`src/rtl/msi_message_generator_if.sv`:
```
// Memory-write request channel from the MSI generator towards the TLP builder.
interface msi_message_generator_if;
    logic        wr_valid;
    logic        wr_ready;
    logic [63:0] wr_addr;
    logic [31:0] wr_data;
    logic [4:0]  wr_vector;
    logic        msg_sent;

    modport master (output wr_valid, wr_addr, wr_data, wr_vector, msg_sent, input wr_ready);
    modport slave  (input wr_valid, wr_addr, wr_data, wr_vector, msg_sent, output wr_ready);
endinterface

```
`src/rtl/msi_message_generator.sv`:
```
// MSI message generator: pending-bit capture, vector arbitration and one-DW write requests.
// Define MSI_GEN_RR_ARB_EN for round-robin arbitration; default is lowest-vector-first.
module msi_message_generator (
    input  logic                    clk,
    input  logic                    rst,
    input  logic                    msi_enable,
    input  logic [2:0]              multiple_message_enable,
    input  logic [63:0]             msg_addr,
    input  logic                    addr_64bit_capable,
    input  logic [15:0]             msg_data,
    input  logic [15:0]             ext_msg_data,
    input  logic                    ext_msg_data_enable,
    input  logic                    per_vector_masking,
    input  logic [31:0]             mask_bits,
    input  logic [31:0]             irq_req,
    output logic [31:0]             pending_bits,
    msi_message_generator_if.master wr
);
    typedef enum logic {IDLE, SEND} state_t;

    state_t      state_q, state_d;
    logic [31:0] pending_q, pending_d;
    logic [63:0] addr_q, addr_d;
    logic [31:0] data_q, data_d;
    logic [4:0]  vec_q, vec_d;

    logic [2:0]  mme;
    logic [4:0]  vec_mask;
    logic [15:0] data_mask;
    logic [31:0] alloc_mask, set_vec, clr_vec, eligible;
    logic [4:0]  sel_vec;
    logic        sel_found;
    logic        accept;
    logic        unused_addr_lsb;

    assign unused_addr_lsb = ^msg_addr[1:0];

    // MME 6/7 are reserved encodings and saturate to 32 vectors.
    always_comb begin
        mme       = (multiple_message_enable > 3'd5) ? 3'd5 : multiple_message_enable;
        vec_mask  = 5'((32'd1 << mme) - 32'd1);
        data_mask = {11'h0, vec_mask};
        alloc_mask = '0;
        set_vec    = '0;
        for (int v = 0; v < 32; v++) begin
            alloc_mask[v] = (5'(v) <= vec_mask);
            if (irq_req[v])
                set_vec[5'(v) & vec_mask] = 1'b1;
        end
        eligible = pending_q & alloc_mask & (per_vector_masking ? ~mask_bits : 32'hFFFF_FFFF);
    end

`ifdef MSI_GEN_RR_ARB_EN
    logic [4:0] ptr_q, ptr_d;
    logic [4:0] rr_idx;

    always_comb begin
        sel_found = 1'b0;
        sel_vec   = '0;
        rr_idx    = '0;
        for (int i = 0; i < 32; i++) begin
            rr_idx = ptr_q + 5'(i);
            if (!sel_found && eligible[rr_idx]) begin
                sel_found = 1'b1;
                sel_vec   = rr_idx;
            end
        end
        ptr_d = accept ? ((vec_q + 5'd1) & vec_mask) : ptr_q;
    end

    always_ff @(posedge clk) begin
        if (rst) ptr_q <= '0;
        else     ptr_q <= ptr_d;
    end
`else
    always_comb begin
        sel_found = |eligible;
        sel_vec   = '0;
        for (int i = 31; i >= 0; i--) begin
            if (eligible[i])
                sel_vec = 5'(i);
        end
    end
`endif

    always_comb begin
        state_d = state_q;
        addr_d  = addr_q;
        data_d  = data_q;
        vec_d   = vec_q;
        clr_vec = '0;
        accept  = 1'b0;
        case (state_q)
            IDLE: begin
                if (msi_enable && sel_found) begin
                    state_d = SEND;
                    vec_d   = sel_vec;
                    addr_d  = {addr_64bit_capable ? msg_addr[63:32] : 32'h0, msg_addr[31:2], 2'b00};
                    data_d  = {ext_msg_data_enable ? ext_msg_data : 16'h0000,
                               (msg_data & ~data_mask) | ({11'h0, sel_vec} & data_mask)};
                end
            end
            SEND: begin
                if (wr.wr_ready) begin
                    state_d        = IDLE;
                    accept         = 1'b1;
                    clr_vec[vec_q] = 1'b1;
                end
            end
            default: state_d = IDLE;
        endcase
        // A request landing on the accept edge re-arms the bit being cleared.
        pending_d = (pending_q & ~clr_vec) | set_vec;
    end

    always_ff @(posedge clk) begin
        if (rst) begin
            state_q   <= IDLE;
            pending_q <= '0;
            addr_q    <= '0;
            data_q    <= '0;
            vec_q     <= '0;
        end else begin
            state_q   <= state_d;
            pending_q <= pending_d;
            addr_q    <= addr_d;
            data_q    <= data_d;
            vec_q     <= vec_d;
        end
    end

    assign pending_bits = pending_q;
    assign wr.wr_valid  = (state_q == SEND);
    assign wr.wr_addr   = addr_q;
    assign wr.wr_data   = data_q;
    assign wr.wr_vector = vec_q;
    assign wr.msg_sent  = accept && !rst;
endmodule
```
`src/flat_wrapper.sv`:
```
// flat-port wrapper written by rule: the top's interface ports become plain ports
module msi_message_generator_flat 
  (clk, rst, msi_enable, multiple_message_enable, msg_addr, addr_64bit_capable, msg_data, ext_msg_data, ext_msg_data_enable, per_vector_masking, mask_bits, irq_req, pending_bits, wr_wr_valid, wr_wr_addr, wr_wr_data, wr_wr_vector, wr_msg_sent, wr_wr_ready);
  msi_message_generator_if wr_i ();
  input  logic clk;
  input  logic rst;
  input  logic msi_enable;
  input  logic [2:0] multiple_message_enable;
  input  logic [63:0] msg_addr;
  input  logic addr_64bit_capable;
  input  logic [15:0] msg_data;
  input  logic [15:0] ext_msg_data;
  input  logic ext_msg_data_enable;
  input  logic per_vector_masking;
  input  logic [31:0] mask_bits;
  input  logic [31:0] irq_req;
  output logic [31:0] pending_bits;
  output wire logic [$bits(wr_i.wr_valid)-1:0] wr_wr_valid;
  output wire logic [$bits(wr_i.wr_addr)-1:0] wr_wr_addr;
  output wire logic [$bits(wr_i.wr_data)-1:0] wr_wr_data;
  output wire logic [$bits(wr_i.wr_vector)-1:0] wr_wr_vector;
  output wire logic [$bits(wr_i.msg_sent)-1:0] wr_msg_sent;
  input wire logic [$bits(wr_i.wr_ready)-1:0] wr_wr_ready;
  assign wr_wr_valid = wr_i.wr_valid;
  assign wr_wr_addr = wr_i.wr_addr;
  assign wr_wr_data = wr_i.wr_data;
  assign wr_wr_vector = wr_i.wr_vector;
  assign wr_msg_sent = wr_i.msg_sent;
  assign wr_i.wr_ready = wr_wr_ready;
  msi_message_generator u_core (.clk(clk), .rst(rst), .msi_enable(msi_enable), .multiple_message_enable(multiple_message_enable), .msg_addr(msg_addr), .addr_64bit_capable(addr_64bit_capable), .msg_data(msg_data), .ext_msg_data(ext_msg_data), .ext_msg_data_enable(ext_msg_data_enable), .per_vector_masking(per_vector_masking), .mask_bits(mask_bits), .irq_req(irq_req), .pending_bits(pending_bits), .wr(wr_i));
endmodule
```
`config.mk`:
```
export PLATFORM = sky130hd
export DESIGN_NAME = msi_message_generator_flat
export DESIGN_NICKNAME = d
export VERILOG_FILES = /design/src/rtl/msi_message_generator_if.sv /design/src/rtl/msi_message_generator.sv /design/src/flat_wrapper.sv
export SDC_FILE = /design/constraint.sdc
export NUM_CORES = 1
export LEC_CHECK = 0
export ABC_CLOCK_PERIOD_IN_PS = 3400
export BUFFER_PORTS_ARGS = -buffer_cell sky130_fd_sc_hd__buf_2
export CELL_PAD_IN_SITES_DETAIL_PLACEMENT = 0
export CELL_PAD_IN_SITES_GLOBAL_PLACEMENT = 1
export CORE_UTILIZATION = 26
export CTS_CLUSTER_DIAMETER = 120
export DETAILED_ROUTE_END_ITERATION = 6
export PLACE_DENSITY_LB_ADDON = 0.12
export SLEW_MARGIN = 20
export SYNTH_ARGS = -nofsm -noshare
export SYNTH_HDL_FRONTEND = slang
export SYNTH_SLANG_ARGS = --single-unit
```
`constraint.sdc`:
```
create_clock -name clk -period 3.4 [get_ports clk]
set_input_delay 0.34 -clock clk [delete_from_list [all_inputs] [get_ports clk]]
set_output_delay 0.34 -clock clk [all_outputs]
set_load 0.005 [all_outputs]
```
==> flow_metrics.env <==
export IMPL_status="finished clean"
export IMPL_core_area_mm2=0.0253
export IMPL_layout_drive_gt1_share_pct=31.8
export IMPL_nets=1378
export IMPL_pwr_density_cell_mw_per_mm2=488
export IMPL_gr_total_overflow=0
export IMPL_holdBufCountCts=0
export IMPL_power_frac_clock_pct=42.2
export IMPL_synth_enable_flop_cells=0
export IMPL_switching_share_pct=32.2
export IMPL_via_per_inst=5.02
export IMPL_p_leak_nw=4.12
export IMPL_grt_max_degree=81
export IMPL_crit_slowest_cell="nor3_2"
export IMPL_cts_sinks=132
export IMPL_drt_wl_total_mm=29.2
export IMPL_setup_tns_ns=0
export IMPL_setup_viol=0
export IMPL_cp_max_fo=26
export IMPL_hold_start="msg_addr[4]"
export IMPL_cp_startpoint="multiple_message_enable[1]"
export IMPL_cp_arrival_ns=3.23
export IMPL_remaining_drc_errors=0
export IMPL_crit_chain="buf_2, buf_4, nor2_1, nand2_1, ha_1, buf_4, o211ai_1, a41oi_1, nor3_2, a41o_4, buf_4, nand2_1, a21oi_1"
export IMPL_ys_seq_elements=132
export IMPL_antenna_left=0
export IMPL_rrSetupSlack_ns=0.81
export IMPL_syn_inst=921
export IMPL_place_inst=1514
export IMPL_fp_dieW_um=163
export IMPL_ys_seq_area_share_pct=39.4
export IMPL_worstHoldPathCells=3
export IMPL_startpoint_type="primary input"
export IMPL_peakVddDrop_v=0.000257
export IMPL_grt_first_pass_wirelength_mm=43.5
export IMPL_min_to="u_core.wr.wr_addr[4]"
export IMPL_port_buffers=300
export IMPL_synthFlopType="dfxtp_1"
export IMPL_cp_required_ns=3.75
export IMPL_dp_hpwl_mm=21.9
export IMPL_synth_avg_cell_area_um2=7.29
export IMPL_cts_resized=0
export IMPL_cts_buffer_depth=2
export IMPL_worstMarginPinSlew_ns=0.733
export IMPL_postSynth_asyncResetShare_pct=0
export IMPL_post_cts_buffers=0
export IMPL_firstDrtPassIters=6
export IMPL_slew_headroom_pct=51.2
export IMPL_hold_viol=0
export IMPL_multi_input_area_mm2=0.00372
export IMPL_worstSkewPairLatency_ns=0.43
export IMPL_fin_crit_sh_pct=84.7
export IMPL_cap_violations=0
export IMPL_cp_top_family="compound AO/OA/AOI/OAI gates"
export IMPL_clkTransAtPathRegs_ns=0.07
export IMPL_critPathMaxStageDelay_ns=0.39
export IMPL_gp_congestion=0.906
export IMPL_power_frac_comb_pct=19.8
export IMPL_cts_buffers=17
export IMPL_die_area_mm2=0.0265
export IMPL_layout_area_overhead_vs_synth_pct=38.5
export IMPL_r2r_end="u_core.wr.wr_vector[0]"
export IMPL_crit_path_frequent_cell="buf_4"
export IMPL_p_int_w=0.00307
export IMPL_fin_util_pct=36.8
export IMPL_sequentialPowerShare_pct=38.0
export IMPL_ctsHtreeMaxLevel=4
export IMPL_p_sw_w=0.00146
export IMPL_hold_path_class="in -> reg"
export IMPL_drtIter0Drc=622
export IMPL_ios=305
export IMPL_crit_buf_inv=4
export IMPL_r2r_cells=8
export IMPL_crit_type="in -> reg"
export IMPL_grt_pass1_vias=7389
export IMPL_total_power_w=0.00453
export IMPL_ys_warn_count=0
export IMPL_cp_depth=13
export IMPL_fill_cells=2797
export IMPL_final_common_cell="buf_2"
export IMPL_placementRows=58
export IMPL_die_h_um=163
export IMPL_regArea_mm2=0.00264
export IMPL_stdcell_count=1546
export IMPL_slew_violations=0
export IMPL_holdWs_ns=0.134
export IMPL_cts_tree="built"
export IMPL_netlist_cell_type_count=65
export IMPL_fmax_mhz=347
export IMPL_reg2reg_from="u_core.pending_bits[13]"
export IMPL_wl_per_cell_um=18.9
export IMPL_vias=7761
export IMPL_synth_area_mm2=0.00671
export IMPL_endpoint_kind="flop"
export IMPL_antenna_found_initial=2
export IMPL_antenna_cells=0
export IMPL_root_buffer="clkbuf_16"
export IMPL_grtUsageTotal_pct=21.7
export IMPL_layout_common_cells="buf_2, nand2_1, a21oi_1"
export IMPL_final_min_clock_period_ns=2.88
export IMPL_initial_core_util_pct=26.6
export IMPL_fin_skew_ns=0.0218
export IMPL_rsz0062_at_grt="no"
[registers in the layout, indices dropped and copies added (netlist names)]
signal / flops
u_core.wr.wr_addr: 62
u_core.pending_bits: 32
u_core.wr.wr_data: 32
u_core.wr.wr_vector: 5
u_core.wr.wr_valid: 1
[area by class of cell]
class	instances	area share, %
flip-flops and latches	132	28.4
well taps	330	4.44
multi-input cells	704	40.0
clock inverters	15	1.88
inverters	12	0.484
repair buffers	336	20.2
clock buffers	17	4.58
[cell usage after synthesis, types with 5 or more instances]
master | number | area share, %
nor3_1 | 6 | 0.45
nand2b_1 | 10 | 0.93
nor2b_1 | 9 | 0.84
buf_2 | 22 | 1.6
a21boi_0 | 11 | 1.2
nand2_1 | 206 | 12
nor2_1 | 39 | 2.2
a22oi_1 | 6 | 0.67
a21oi_1 | 149 | 11
clkbuf_1 | 36 | 2.0
and3_1 | 7 | 0.65
nand3_1 | 62 | 4.6
a211oi_1 | 7 | 0.78
o211ai_1 | 10 | 1.1
a31oi_1 | 14 | 1.3
nand4_1 | 5 | 0.47
dfxtp_1 | 132 | 39
buf_1 | 10 | 0.56
o31ai_1 | 6 | 0.67
or3_1 | 9 | 0.84
ha_1 | 5 | 0.93
o21ai_0 | 67 | 5.0
inv_1 | 10 | 0.56
buf_4 | 6 | 0.67
a221oi_1 | 7 | 0.91
[metal layers]
layer,track usage [%],wire [um],vias to the layer above
met5,0,0,-
met4,6.80,584,0
met3,4.43,2040,37
met2,33.9,13100,302
met1,29.8,13500,3618
li1,-,-,3804
[worst max path at each step]
stage                                         to
after global routing      u_core.wr.wr_vector[0]
after global placement    u_core.wr.wr_vector[0]
after CTS                 u_core.wr.wr_vector[0]
after floorplan             u_core.wr.wr_data[3]
after detailed placement   u_core.wr.wr_addr[53]
final                     u_core.wr.wr_vector[0]
[worst min-delay path: stages]
cell,delay (ns)
buf_2,0.09
nand2_1,0.04
a21oi_1,0.05
[through the flow]
stage	setup WS (ns)	area (um^2)
global placement	0.134	8700
CTS	0.520	9300
finish	0.520	9300
floorplan	0.399	6720
global route	0.319	9300
detailed placement	0.105	8700
[cells by family (layout without fill, tap and decap cells)]
kind of cell	after synthesis	after routing	share of synthesized area, %
other	1	2	0.0559
DFF	132	132	39.4
adders and majority gates	5	5	0.932
AOI/OAI and AO/OA	319	319	28.3
muxes	1	1	0.168
and+or+nand+nor	374	374	25.2
buffers and inverters	86	380	5.56
xor gates and xnor gates	3	3	0.392
[power groups by stage]
stage | clock [W] | combinational (W) | sequential, W
6_report | 0.00192 | 0.000897 | 0.00172
5_1_grt | 0.00202 | 0.000993 | 0.00173
4_1_cts | 0.00197 | 0.000901 | 0.00172
3_5_place_dp | 0 | 0.000897 | 0.00176
3_3_place_gp | 0 | 0.000899 | 0.00176
2_1_floorplan | 0 | 0.000460 | 0.00174
Note: power is estimated with default switching activity, not from simulation.
